## src/rtl/mfp_timer_ctrl.sv

```systemverilog
// Register front-end and bus scheduler for the four MFP68901 timers (A-D).
// Optional TIPR/TIMR interrupt pending/mask registers are enabled by defining MFP_TIMER_IRQ_EN.
module mfp_timer_ctrl (
  input  logic        CLK,
  input  logic        RST,
  input  logic        CS,
  input  logic        DS,
  input  logic        RW,
  input  logic [4:0]  ADDR,
  input  logic [7:0]  DIN,
  output logic [7:0]  DOUT,
  output logic        DTACK,
  output logic [3:0]  TMR_DAT_WE,
  output logic [7:0]  TMR_DAT_I,
  output logic [3:0]  TMR_CTRL_WE,
  output logic [19:0] TMR_CTRL_I,
  input  logic [31:0] TMR_DAT_O,
  input  logic [15:0] TMR_CTRL_O,
  input  logic [3:0]  TMR_PULSE,
  output logic [3:0]  IRQ,
  output logic [1:0]  STATE_DBG
);

  localparam logic [1:0] S_IDLE   = 2'd0;
  localparam logic [1:0] S_ACCESS = 2'd1;
  localparam logic [1:0] S_ACK    = 2'd2;

  localparam logic [4:0] A_TACR  = 5'h0C;
  localparam logic [4:0] A_TBCR  = 5'h0D;
  localparam logic [4:0] A_TCDCR = 5'h0E;
  localparam logic [4:0] A_TADR  = 5'h0F;
  localparam logic [4:0] A_TBDR  = 5'h10;
  localparam logic [4:0] A_TCDR  = 5'h11;
  localparam logic [4:0] A_TDDR  = 5'h12;
  localparam logic [4:0] A_TIPR  = 5'h18;
  localparam logic [4:0] A_TIMR  = 5'h19;

  logic [1:0]  state_q, state_d;
  logic        ds_last_q;
  logic        dtack_q, dtack_d;
  logic [7:0]  dout_q, dout_d;
  logic [4:0]  addr_q, addr_d;
  logic        rw_q, rw_d;
  logic [3:0]  dat_we_q, dat_we_d;
  logic [3:0]  ctrl_we_q, ctrl_we_d;
  logic [7:0]  dat_i_q, dat_i_d;
  logic [19:0] ctrl_i_q, ctrl_i_d;
  logic        start;
  logic        wr_go;
  logic [7:0]  rd_data;
  logic [3:0]  tipr_q, timr_q;

  // Only a rising DS while idle starts an access; DS_last resets high so a
  // strobe already asserted across reset is not mistaken for a new cycle.
  assign start = CS & DS & ~ds_last_q;
  assign wr_go = (state_q == S_IDLE) & start & ~RW;

  always_comb begin
    rd_data = 8'h00;
    case (addr_q)
      A_TACR:  rd_data = {4'b0000, TMR_CTRL_O[3:0]};
      A_TBCR:  rd_data = {4'b0000, TMR_CTRL_O[7:4]};
      A_TCDCR: rd_data = {1'b0, TMR_CTRL_O[10:8], 1'b0, TMR_CTRL_O[14:12]};
      A_TADR:  rd_data = TMR_DAT_O[7:0];
      A_TBDR:  rd_data = TMR_DAT_O[15:8];
      A_TCDR:  rd_data = TMR_DAT_O[23:16];
      A_TDDR:  rd_data = TMR_DAT_O[31:24];
`ifdef MFP_TIMER_IRQ_EN
      A_TIPR:  rd_data = {4'b0000, tipr_q};
      A_TIMR:  rd_data = {4'b0000, timr_q};
`endif
      default: rd_data = 8'h00;
    endcase
  end

  always_comb begin
    state_d   = state_q;
    dtack_d   = dtack_q;
    dout_d    = dout_q;
    addr_d    = addr_q;
    rw_d      = rw_q;
    dat_we_d  = 4'b0000;
    ctrl_we_d = 4'b0000;
    dat_i_d   = dat_i_q;
    ctrl_i_d  = ctrl_i_q;
    case (state_q)
      S_IDLE: begin
        if (start) begin
          state_d = S_ACCESS;
          addr_d  = ADDR;
          rw_d    = RW;
          if (!RW) begin
            case (ADDR)
              A_TACR: begin
                ctrl_we_d      = 4'b0001;
                ctrl_i_d[4:0]  = DIN[4:0];
              end
              A_TBCR: begin
                ctrl_we_d      = 4'b0010;
                ctrl_i_d[9:5]  = DIN[4:0];
              end
              // TCDCR carries both C and D prescalers, so both timers load together.
              A_TCDCR: begin
                ctrl_we_d       = 4'b1100;
                ctrl_i_d[14:10] = {2'b00, DIN[6:4]};
                ctrl_i_d[19:15] = {2'b00, DIN[2:0]};
              end
              A_TADR: begin
                dat_we_d = 4'b0001;
                dat_i_d  = DIN;
              end
              A_TBDR: begin
                dat_we_d = 4'b0010;
                dat_i_d  = DIN;
              end
              A_TCDR: begin
                dat_we_d = 4'b0100;
                dat_i_d  = DIN;
              end
              A_TDDR: begin
                dat_we_d = 4'b1000;
                dat_i_d  = DIN;
              end
              default: ;
            endcase
          end
        end
      end
      S_ACCESS: begin
        state_d = S_ACK;
        dtack_d = 1'b1;
        if (rw_q) dout_d = rd_data;
      end
      S_ACK: begin
        if (!DS) begin
          state_d = S_IDLE;
          dtack_d = 1'b0;
        end
      end
      default: state_d = S_IDLE;
    endcase
  end

  always_ff @(posedge CLK) begin
    if (RST) begin
      state_q   <= S_IDLE;
      ds_last_q <= 1'b1;
      dtack_q   <= 1'b0;
      dout_q    <= 8'h00;
      addr_q    <= 5'h00;
      rw_q      <= 1'b0;
      dat_we_q  <= 4'b0000;
      ctrl_we_q <= 4'b0000;
      dat_i_q   <= 8'h00;
      ctrl_i_q  <= 20'h00000;
    end else begin
      state_q   <= state_d;
      ds_last_q <= DS;
      dtack_q   <= dtack_d;
      dout_q    <= dout_d;
      addr_q    <= addr_d;
      rw_q      <= rw_d;
      dat_we_q  <= dat_we_d;
      ctrl_we_q <= ctrl_we_d;
      dat_i_q   <= dat_i_d;
      ctrl_i_q  <= ctrl_i_d;
    end
  end

`ifdef MFP_TIMER_IRQ_EN
  logic [3:0] tipr_d, timr_d;
  logic [3:0] irq_q;

  // Writing TIPR can only clear bits; a timeout pulse in the same cycle wins.
  always_comb begin
    tipr_d = tipr_q;
    timr_d = timr_q;
    if (wr_go && (ADDR == A_TIPR)) tipr_d = tipr_q & DIN[3:0];
    if (wr_go && (ADDR == A_TIMR)) timr_d = DIN[3:0];
    tipr_d = tipr_d | TMR_PULSE;
  end

  always_ff @(posedge CLK) begin
    if (RST) begin
      tipr_q <= 4'b0000;
      timr_q <= 4'b0000;
      irq_q  <= 4'b0000;
    end else begin
      tipr_q <= tipr_d;
      timr_q <= timr_d;
      irq_q  <= tipr_q & timr_q;
    end
  end

  assign IRQ = irq_q;
`else
  assign tipr_q = 4'b0000;
  assign timr_q = 4'b0000;
  assign IRQ    = 4'b0000;
`endif

  logic unused_ok;
  assign unused_ok = ^{TMR_PULSE, TMR_CTRL_O[11], TMR_CTRL_O[15], tipr_q, timr_q, wr_go};

  assign DOUT        = dout_q;
  assign DTACK       = dtack_q;
  assign TMR_DAT_WE  = dat_we_q;
  assign TMR_DAT_I   = dat_i_q;
  assign TMR_CTRL_WE = ctrl_we_q;
  assign TMR_CTRL_I  = ctrl_i_q;
  assign STATE_DBG   = state_q;

endmodule

```

## config.mk

```make
export PLATFORM = sky130hd
export DESIGN_NAME = mfp_timer_ctrl
export DESIGN_NICKNAME = d
export VERILOG_FILES = /design/src/rtl/mfp_timer_ctrl.sv
export SDC_FILE = /design/constraint.sdc
export NUM_CORES = 1
export LEC_CHECK = 0
export CAP_MARGIN = 20
export CELL_PAD_IN_SITES_DETAIL_PLACEMENT = 1
export CELL_PAD_IN_SITES_GLOBAL_PLACEMENT = 1
export CORE_MARGIN = 8
export CORE_UTILIZATION = 29
export CTS_CLUSTER_DIAMETER = 120
export CTS_CLUSTER_SIZE = 10
export DETAILED_ROUTE_END_ITERATION = 6
export GPL_ROUTABILITY_DRIVEN = 0
export PLACE_DENSITY = 0.9
export SLEW_MARGIN = 20
export SYNTH_ARGS = -nofsm -noshare
export SYNTH_HDL_FRONTEND = slang
export SYNTH_SLANG_ARGS = --single-unit
```

## constraint.sdc

```tcl
create_clock -name CLK -period 2 [get_ports CLK]
set_input_delay 0.4 -clock CLK [delete_from_list [all_inputs] [get_ports CLK]]
set_output_delay 0.4 -clock CLK [all_outputs]
set_load 0.01 [all_outputs]
```

==> metrics.log <==
INFO  metric most_common_cell_in_the_synthesized_netlist = dfxtp_1
INFO  metric postCtsResizedCells = 0
INFO  metric worstHoldPathType = reg2reg
INFO  metric yosys.area_share.simple = 0.2753
INFO  metric dp_hpwl = roughly 7000 um
INFO  metric postSynth.topFlopCell = dfxtp_1
INFO  metric synthTopCellsByArea = dfxtp_1 (40%), mux2i_1 (14%), nor2_1 (5.7%)
INFO  metric startpoint = ADDR[0]
INFO  metric rows = 33
INFO  metric timing.final.crit_period = 1882 ps
INFO  metric grt_max_degree = 36
INFO  metric grt_antenna_before_repair = 0
INFO  metric grt_overflow_total = 0
INFO  metric route.detailed.wl_per_inst = 17.75 um
INFO  metric die_width = ~110 um
INFO  metric setup-violations-final = 0
INFO  metric grt_util_all_layers = 0.1473
INFO  metric postSynthCellCount = 260
INFO  metric final_area = 3749 um2
INFO  metric synth_compound_area_frac = 0.1024
INFO  metric endpoint_kind = flip-flop
INFO  metric route.detailed.vias_per_inst = 4.838
INFO  metric clock_buffer_count_from_cts = 5
INFO  metric synth_edf_count = 0
INFO  metric timing.reg2reg.setup_slack = 300 ps
INFO  metric route.antenna.remaining_nets = 0
INFO  metric drt-pass1-iter-count = 5
INFO  metric synth_top_family_by_area = simple AND/OR/NAND/NOR gates
INFO  metric synth-seq-area-share = 0.4035
INFO  metric tritoncts = yes
INFO  metric share_of_async_settable_or_async_resettable_flops_after_synthesis = 0
INFO  metric fin_skew = 6.873 ps
INFO  metric synth_mux_area_frac = 0.1544
INFO  metric dr_vias = between 2000 and 2500
INFO  metric area_delta_synth_final = 54.19%
INFO  metric netlist-cell-type-count = 47
INFO  metric setup.worst_path.class = in2reg
INFO  metric drive_above_1_share = 0.1064
INFO  metric initial_utilization = 0.2974
INFO  metric antenna_cells_inserted = 0
INFO  metric layoutNonFillerInstCount = around 480
INFO  metric fin_setup_tns = 0 ps
INFO  metric synth.top_cell.area_share = 0.4035
INFO  metric min-delay-start = DOUT[7]
INFO  metric synth.yosys.warnings = 0
INFO  metric post-place-cells = 473
INFO  metric die-area = between 10000 and 15000 um2
INFO  metric netlist.top_cell.by_area = dfxtp_1
INFO  metric num-nets-final = between 400 and 500
INFO  metric static-leakage-power = 0.001277 uW
INFO  metric worst-endpoint-arrival = between 2000 and 2500 ps
INFO  metric drtIter0Drc = slightly below 90
INFO  metric critical_path_peak_fanout = 7
INFO  metric cts_max_path_buffers = 2
INFO  metric ctsRootBufferMaster = clkbuf_8
INFO  metric routed_wirelength = 8537 um
INFO  metric synth.cell_area = 2431 um2
INFO  metric fillCellCount = 951
INFO  metric path_clk_slew = approximately 110 ps
INFO  metric hold_viol_final = 0
INFO  metric post-cts-setup-buffer-count = 0
INFO  metric clock_sinks = 49
INFO  metric yosys.area_share.xor_xnor = 0
INFO  metric yosys-top-cells-count = dfxtp_1 (49), nor2_1 (37), mux2i_1 (33), nand2_1 (16), nand2b_1 (16)
INFO  metric power_density = 505.3 nW/um2
INFO  metric required = 2210 ps
INFO  metric grt_pass1_wl = 13660 um
INFO  metric drcViolationCount = 0
INFO  metric rsz0062_at_grt = false
INFO  metric power.ir.vdd_worst = 0.2820 mV
INFO  metric hold-worst-slack = ~460 ps
INFO  metric r2r_start = addr_q[1]
INFO  metric ys_ff_latch = 49
INFO  metric timing.max_cap.violations = 0
INFO  metric dpl-instance-area = ~3700 um2
INFO  metric cts_hold_buffers = 0
INFO  metric clock.fmax = 0.5312 GHz
INFO  metric die_y = 107.6 um
INFO  metric boundaryPins = 121
INFO  metric clock_latency = 310 ps
INFO  metric run_status = complete, no violations
INFO  metric final_min_period_over_clock_period = 0.9412
INFO  metric via_count_of_the_first_global_routing_pass = 2524
INFO  metric post_synth.cell_area_avg = 9.350 um2
INFO  metric coreArea = 8175 um2
INFO  metric post_synth_fa_ha_maj_area_fraction = 0
INFO  metric htree_num_levels = 2
INFO  metric portBuffers = 106
INFO  metric worst_setup_sp_type = input port
INFO  metric maxSlewViolCount = 0
==> metrics by stage <==
step | setup slack, ps | utilization | power, uW
after global placement | -178.7 | 0.4466 | 1252
after detailed placement | -226.0 | 0.4466 | 1261
after global routing | 33.46 | 0.4585 | 1985
after floorplan | 377.5 | - | 1104
final | 117.6 | 0.4585 | 1894
after CTS | 115.8 | 0.4585 | 1915
==> critical path, stage by stage <==
cell and delay, ps:
clkdlybuf4s50_1 610, or3b_2 500, nor4_4 130, buf_4 200
mux2i_1 190, nor2_1 50
==> layout by cell type (no fill, tap or decap), types with 2 or more instances in the layout <==
cell             netlist  final
o21ai_1                3      3
mux2i_1               33     33
mux4_2                 2      2
and3_1                 5      5
nor2_1                37     37
nand3_1                2      2
or3b_1                 2      2
and3b_1                2      2
a22oi_1                4      4
nand4b_1               2      2
a211oi_1               4      4
nor3b_1                3      3
clkbuf_8               0      5
nor4_4                 3      3
buf_4                 10     18
inv_6                  0      2
conb_1                 1      8
and2_1                 2      2
nand2_1               16     16
nor2b_1                4      4
nand2b_1              16     16
or3b_2                 2      2
o21ai_0                6      6
clkdlybuf4s50_1        0    105
a221oi_1               5      5
nor3_1                 6      6
dfxtp_1               49     49
a21oi_1                9      9
==> where the power goes <==
| part | leakage, uW | switching, uW | internal, uW |
|---|---|---|---|
| clock | 0.0000511 | 390 | 265 |
| sequential | 0.000395 | 6.90 | 981 |
| combinational | 0.000831 | 95.0 | 156 |
==> layer usage <==
layer,up-vias,share of wire,global-route usage
li1,1131,-,-
met3,9,0.088,0.04910
met5,-,0,0
met2,84,0.50,0.2614
met4,0,0.012,0.03667
met1,1103,0.40,0.1645
==> cell families (layout without fill, tap and decap cells) <==
family	after synthesis	after routing
AOI/OAI and AO/OA	38	38
buffers and inverters	25	134
DFF	49	49
muxes	35	35
other	1	8
and+or+nand+nor	112	112
==> worst paths after layout <==
kind                    to  cells after the start
min reg2reg        DOUT[7]                      2
min                DOUT[7]                      2
max          TMR_CTRL_I[8]                      6
max reg2reg        DOUT[0]                      4
==> state kept, by name, indices dropped and copies added, names as in the netlist <==
register	count
DOUT	8
ds_last_q	1
rw_q	1
TMR_CTRL_WE	3
TMR_CTRL_I	16
TMR_DAT_I	8
TMR_DAT_WE	4
addr_q	5
DTACK	1
STATE_DBG	2
==> cell type report <==
cell class	instances	area, um2	share of cell area
clock inverter	3	28.78	0.007677
inverter	1	3.754	0.001001
multi-input combinational	193	1324	0.3531
sequential	49	980.9	0.2617
clock buffer	5	68.82	0.01836
tap	105	131.4	0.03505
timing repair buffer	125	1211	0.3231
(Power assumes the default switching activity.)
